## src/rtl/pipe_pkg.sv

```systemverilog
// Shared types for the ID/EX boundary: the decode control bundle and its encodings.
package pipe_pkg;

  typedef struct packed {
    logic       ALUSrc;
    logic       MemtoReg;
    logic       RegWrite;
    logic       MemRead;
    logic       MemWrite;
    logic [1:0] ALUOp;
    logic       Branch;
    logic       Jal;
    logic       Jalr;
  } ctrl_t;

  localparam ctrl_t      CTRL_NOP  = '0;
  localparam logic [1:0] ALUOP_LUI = 2'b11;

endpackage

```

## src/rtl/hazard_detect.sv

```systemverilog
// Load-use hazard detect: an EX load whose rd feeds a source actually read by ID.
module hazard_detect
  import pipe_pkg::*;
(
  input  logic       id_valid_i,
  input  logic       id_alusrc_i,
  input  logic       id_memwrite_i,
  input  logic       id_branch_i,
  input  logic       id_jal_i,
  input  logic       id_jalr_i,
  input  logic [1:0] id_aluop_i,
  input  logic [4:0] id_rs1_i,
  input  logic [4:0] id_rs2_i,
  input  logic       ex_valid_i,
  input  logic       ex_memread_i,
  input  logic [4:0] ex_rd_i,
  output logic       hz_o
);

  logic uses_rs1, uses_rs2, is_jal, is_lui;

  // JAL and LUI carry garbage in the rs1 field; JALR reuses ALUOp so it is excluded from the LUI test.
  assign is_jal   = id_jal_i & ~id_jalr_i;
  assign is_lui   = (id_aluop_i == ALUOP_LUI) & ~id_jalr_i;
  assign uses_rs1 = id_valid_i & ~is_jal & ~is_lui;
  assign uses_rs2 = id_valid_i & (~id_alusrc_i | id_memwrite_i | id_branch_i);

  assign hz_o = ex_valid_i & ex_memread_i & (ex_rd_i != 5'd0) &
                ((uses_rs1 & (id_rs1_i == ex_rd_i)) | (uses_rs2 & (id_rs2_i == ex_rd_i)));

endmodule

```

## src/rtl/id_ex_pipe.sv

```systemverilog
// ID/EX pipeline register with load-use stall, flush-to-bubble and a saturating bubble counter.
module id_ex_pipe
  import pipe_pkg::*;
#(
  parameter int WIDTH = 32,
  parameter int CNT_W = 16
) (
  input  logic             clk,
  input  logic             reset,
  input  logic             id_valid,
  input  ctrl_t            id_ctrl,
  input  logic [WIDTH-1:0] id_pc,
  input  logic [WIDTH-1:0] id_rd1,
  input  logic [WIDTH-1:0] id_rd2,
  input  logic [WIDTH-1:0] id_imm,
  input  logic [4:0]       id_rs1,
  input  logic [4:0]       id_rs2,
  input  logic [4:0]       id_rd,
  input  logic [2:0]       id_funct3,
  input  logic [6:0]       id_funct7,
  input  logic             flush,
  output logic             stall,
  output logic             ex_valid,
  output ctrl_t            ex_ctrl,
  output logic [WIDTH-1:0] ex_pc,
  output logic [WIDTH-1:0] ex_rd1,
  output logic [WIDTH-1:0] ex_rd2,
  output logic [WIDTH-1:0] ex_imm,
  output logic [4:0]       ex_rs1,
  output logic [4:0]       ex_rs2,
  output logic [4:0]       ex_rd,
  output logic [2:0]       ex_funct3,
  output logic [6:0]       ex_funct7,
  output logic [CNT_W-1:0] bubble_cnt
);

  logic             hz, load_bub;
  logic             ex_valid_q;
  ctrl_t            ex_ctrl_q;
  logic [WIDTH-1:0] ex_pc_q, ex_rd1_q, ex_rd2_q, ex_imm_q;
  logic [4:0]       ex_rs1_q, ex_rs2_q, ex_rd_q;
  logic [2:0]       ex_funct3_q;
  logic [6:0]       ex_funct7_q;
  logic [CNT_W-1:0] bubble_cnt_q, bubble_cnt_d;

  hazard_detect u_hazard (
    .id_valid_i    (id_valid),
    .id_alusrc_i   (id_ctrl.ALUSrc),
    .id_memwrite_i (id_ctrl.MemWrite),
    .id_branch_i   (id_ctrl.Branch),
    .id_jal_i      (id_ctrl.Jal),
    .id_jalr_i     (id_ctrl.Jalr),
    .id_aluop_i    (id_ctrl.ALUOp),
    .id_rs1_i      (id_rs1),
    .id_rs2_i      (id_rs2),
    .ex_valid_i    (ex_valid_q),
    .ex_memread_i  (ex_ctrl_q.MemRead),
    .ex_rd_i       (ex_rd_q),
    .hz_o          (hz)
  );

  // A flushed ID slot is discarded, so there is nothing to hold.
  assign stall    = hz & ~flush;
  assign load_bub = flush | hz;

  always_comb begin
    bubble_cnt_d = bubble_cnt_q;
    if (load_bub && (bubble_cnt_q != '1)) bubble_cnt_d = bubble_cnt_q + 1'b1;
  end

  always_ff @(posedge clk or posedge reset) begin
    if (reset) begin
      ex_valid_q   <= 1'b0;
      ex_ctrl_q    <= CTRL_NOP;
      ex_pc_q      <= '0;
      ex_rd1_q     <= '0;
      ex_rd2_q     <= '0;
      ex_imm_q     <= '0;
      ex_rs1_q     <= '0;
      ex_rs2_q     <= '0;
      ex_rd_q      <= '0;
      ex_funct3_q  <= '0;
      ex_funct7_q  <= '0;
      bubble_cnt_q <= '0;
    end else begin
      bubble_cnt_q <= bubble_cnt_d;
      if (load_bub) begin
        ex_valid_q  <= 1'b0;
        ex_ctrl_q   <= CTRL_NOP;
        ex_pc_q     <= '0;
        ex_rd1_q    <= '0;
        ex_rd2_q    <= '0;
        ex_imm_q    <= '0;
        ex_rs1_q    <= '0;
        ex_rs2_q    <= '0;
        ex_rd_q     <= '0;
        ex_funct3_q <= '0;
        ex_funct7_q <= '0;
      end else begin
        ex_valid_q  <= id_valid;
        ex_ctrl_q   <= id_valid ? id_ctrl : CTRL_NOP;
        ex_pc_q     <= id_pc;
        ex_rd1_q    <= id_rd1;
        ex_rd2_q    <= id_rd2;
        ex_imm_q    <= id_imm;
        ex_rs1_q    <= id_rs1;
        ex_rs2_q    <= id_rs2;
        ex_rd_q     <= id_rd;
        ex_funct3_q <= id_funct3;
        ex_funct7_q <= id_funct7;
      end
    end
  end

  assign ex_valid   = ex_valid_q;
  assign ex_ctrl    = ex_ctrl_q;
  assign ex_pc      = ex_pc_q;
  assign ex_rd1     = ex_rd1_q;
  assign ex_rd2     = ex_rd2_q;
  assign ex_imm     = ex_imm_q;
  assign ex_rs1     = ex_rs1_q;
  assign ex_rs2     = ex_rs2_q;
  assign ex_rd      = ex_rd_q;
  assign ex_funct3  = ex_funct3_q;
  assign ex_funct7  = ex_funct7_q;
  assign bubble_cnt = bubble_cnt_q;

endmodule
```

## config.mk

```make
export PLATFORM = sky130hd
export DESIGN_NAME = id_ex_pipe
export DESIGN_NICKNAME = d
export VERILOG_FILES = /design/src/rtl/pipe_pkg.sv /design/src/rtl/hazard_detect.sv /design/src/rtl/id_ex_pipe.sv
export SDC_FILE = /design/constraint.sdc
export NUM_CORES = 1
export LEC_CHECK = 0
export CORE_AREA = 2 2 135 137
export DETAILED_ROUTE_END_ITERATION = 6
export DIE_AREA = 0 0 137 139
export PLACE_DENSITY = 0.75
export RECOVER_POWER = 25
export SYNTH_ARGS = -nofsm -noshare
export SYNTH_HDL_FRONTEND = slang
export SYNTH_SLANG_ARGS = --single-unit
```

## constraint.sdc

```tcl
create_clock -name clk -period 7.8 [get_ports clk]
set_clock_uncertainty 0.2 [all_clocks]
set_input_delay 1.17 -clock clk [delete_from_list [all_inputs] [get_ports clk]]
set_output_delay 1.17 -clock clk [all_outputs]
set_load 0.005 [all_outputs]
```

==> results.toml <==
[pwr]
vdd_drop_max_v = 0.000150
cellPowerDensity_nw_per_um2 = 207
leakagePower_uw = 0.00461
total_power_uw = 2150

[status]
violations = "max-capacitance violations, max-slew violations"
status = "finished, violations left"

[floorplanning]
die-area_um2 = 19000
fp.dieW_um = 137
ioPinCount = 348
fp.dieH_um = 139
coreArea_um2 = 17700
rows = 49
start_util_pct = 35.2

[sta]
worst_pin_slew_ps = 4350
slew_violations = 103
hold_violations = 0
fin_crit_ps = 5070
timing.fmax_ghz = 0.197
finalSetupViolations = 0
post-route-period-util_pct = 65.0
slew_headroom_pct = -192
final.setup.tns_ps = 0
rsz0062_at_grt = "no"

[drt]
drtIter0Drc = 215
dr.pass1.iters = 4
drtAntennaViolNets = 0
vias_per_cell = 4.31
routed_wl_mm = 16.5
wl_per_cell_um = 16.0
drc = 0
vias = 4452

[logic_synthesis]
yosysSeqAreaShare_pct = 72.5
synth_cells = 444
ys_warn_count = 0
synth-seq-cells = 180
syn-cell-area_um2 = 6210
ys_types = 33
syn_nets = 612
syn_area_per_cell_um2 = 14.0

[layout]
finalNetCount = 960
n_antenna_cell = 0
drive_above_1_share_pct = 4.97
syn_to_final_growth_pct = 67.6

[critical_path]
reg2reg_from = "ex_rd[1]$_DFF_PP0_"
r2r_slack_ps = 5030
reg2reg_depth = 6
cp.arrival_ps = 5270
crit_type = "in2async"
crit_slowest_cell = "clkinvlp_2"
worst_setup_path_end_kind = "asynchronous set/reset pin"
worst_r2r_endpoint = "bubble_cnt[1]$_DFFE_PP0P_"
critPathMaxFanout = 102
cp.required_ps = 8000
crit_chain = "dlygate4sd3_1 -> clkinvlp_2 -> buf_4"
slowest_delay_ps = 2430
start_kind = "input pin"

[cts]
cts_sinks = 180
root_buffer = "clkbuf_16"
htree_num_levels = 4
clk_latency_ps = 410
clk_pin_slew_ps = 70
postCtsSetupBuffers = 0
cts_hold_buffers = 0
cts_buffer_depth = 2
cts.repair.resized = 0
cts_tree = "yes"
cts_buffers = 17

[placement]
hpwl_mm = 12.4
gp_congestion = 0.782
portBuffers = 347

[run]
max_cap_viol_count = 1

[global_routing]
gr-total-overflow = 0
grt_pass1_vias = 4619
antenna_found_initial = 0
grt_pass1_wl_mm = 25.5
globalRouteTotalUtil_pct = 17.7
grt_max_degree = 103

[min_path]
worstHoldPathType = "reg2reg"
min_from = "bubble_cnt[9]$_DFFE_PP0P_"
hold_depth = 1
hold_end = "bubble_cnt[9]$_DFFE_PP0P_"
-- sequential cells by signal, summed over array words and instances (netlist names), 7 cells and up --
register    flops
ex_funct7       7
ex_ctrl        10
ex_pc          32
ex_rd1         32
ex_imm         32
ex_rd2         32
bubble_cnt     16
-- per-stage QoR --
step           setup slack (ps)  std cells  hold slack (ps)  utilization, %  cell area [µm²]
2_1_floorplan              1540        444              277               -             6210
3_5_place_dp               3410       1002              297            55.9             9880
4_1_cts                    3400       1034              311            59.0            10400
5_1_grt                    1860       1034              341            58.9            10400
6_report                   2730       1034              308            58.9            10400
3_3_place_gp               3440       1002              269            55.9             9880
-- placed cells by master (no fill, tap or decap), drive strengths merged, types with 4 or more instances in the layout --
| master | n |
|---|---|
| clkbuf | 19 |
| dfrtp | 180 |
| clkinv | 5 |
| inv | 6 |
| and2 | 154 |
| clkdlybuf4s50 | 312 |
| nand3 | 4 |
| nor3 | 7 |
| dlygate4sd3 | 35 |
| xor2 | 8 |
| nand4 | 5 |
| nor2 | 6 |
| and3 | 12 |
| xnor2 | 13 |
| nand2 | 7 |
| clkinvlp | 5 |
-- cells by family after synthesis --
logic type	count (synthesis)	synth area share, %
compound gates	8	1.29
xor+xnor	21	2.96
fa+ha+maj	1	0.201
buf+inv	24	2.12
flops	180	72.5
mux	4	0.705
simple gates	206	20.2
-- synth_stat cells --
cell | n | area (µm²)
a21oi_1 | 2 | 10.0
a21oi_4 | 1 | 16.3
and2_1 | 154 | 963
and3_1 | 12 | 75.1
and4_1 | 2 | 17.5
buf_4 | 2 | 15.0
buf_6 | 2 | 22.5
clkbuf_1 | 2 | 7.51
clkbuf_2 | 15 | 75.1
dfrtp_1 | 180 | 4500
ha_1 | 1 | 12.5
inv_1 | 3 | 11.3
mux2_2 | 3 | 33.8
mux2i_1 | 1 | 10.0
nand2_1 | 7 | 26.3
nand2b_1 | 3 | 18.8
nand3_1 | 4 | 20.0
nand3b_1 | 1 | 7.51
nand4_1 | 5 | 31.3
nand4b_1 | 1 | 8.76
nor2_1 | 6 | 22.5
nor2b_1 | 1 | 6.26
nor3_1 | 7 | 35.0
nor4_1 | 1 | 6.26
o2111ai_1 | 1 | 8.76
o211ai_1 | 1 | 7.51
o22ai_1 | 1 | 6.26
o311a_4 | 1 | 21.3
o32a_1 | 1 | 10.0
or3_1 | 1 | 6.26
or3b_2 | 1 | 8.76
xnor2_1 | 13 | 114
xor2_1 | 8 | 70.1
-- worst max-delay path by stage --
stage / startpoint / end / slack (ps) / cells past startpoint
2_1_floorplan: reset / bubble_cnt[0]$_DFFE_PP0P_ / 1540 / 1
3_3_place_gp: id_rs1[2] / stall / 3440 / 7
5_1_grt: reset / ex_rs1[0]$_DFF_PP0_ / 1860 / 3
3_5_place_dp: id_rs1[3] / stall / 3410 / 7
4_1_cts: id_rs1[3] / stall / 3400 / 7
6_report: reset / ex_funct7[0]$_DFF_PP0_ / 2730 / 3
-- routing by layer --
metal  up-vias  GRT usage [%]  share of wire (%)  wire [µm]
met4         0           4.34                1.2        202
met1      2163           18.9                 35       5840
met5         -              0                  0          0
li1       2094              -                  -          -
met3        12           8.11                 10       1660
met2       183           31.4                 53       8840
-- critical path: cells and delay by family --
kind     cells  cell delay, ps
buf+inv      3            4050
-- final cells by class --
cell class                 instances  area, µm²
timing repair buffer             350       3500
multi-input combinational        240       1570
clock buffer                      19        433
fill                            1473       7250
inverter                           3       12.5
tap                              229        287
clock inverter                    13        100
sequential                       180       4500
-- power by group --
part           internal, µW  switching [µW]  total (µW)  leakage [µW]
Sequential              998            45.6        1040       0.00231
Clock                   412             363         776      0.000252
Combinational           222             113         335       0.00205
Note: power is estimated with default switching activity, not from simulation.
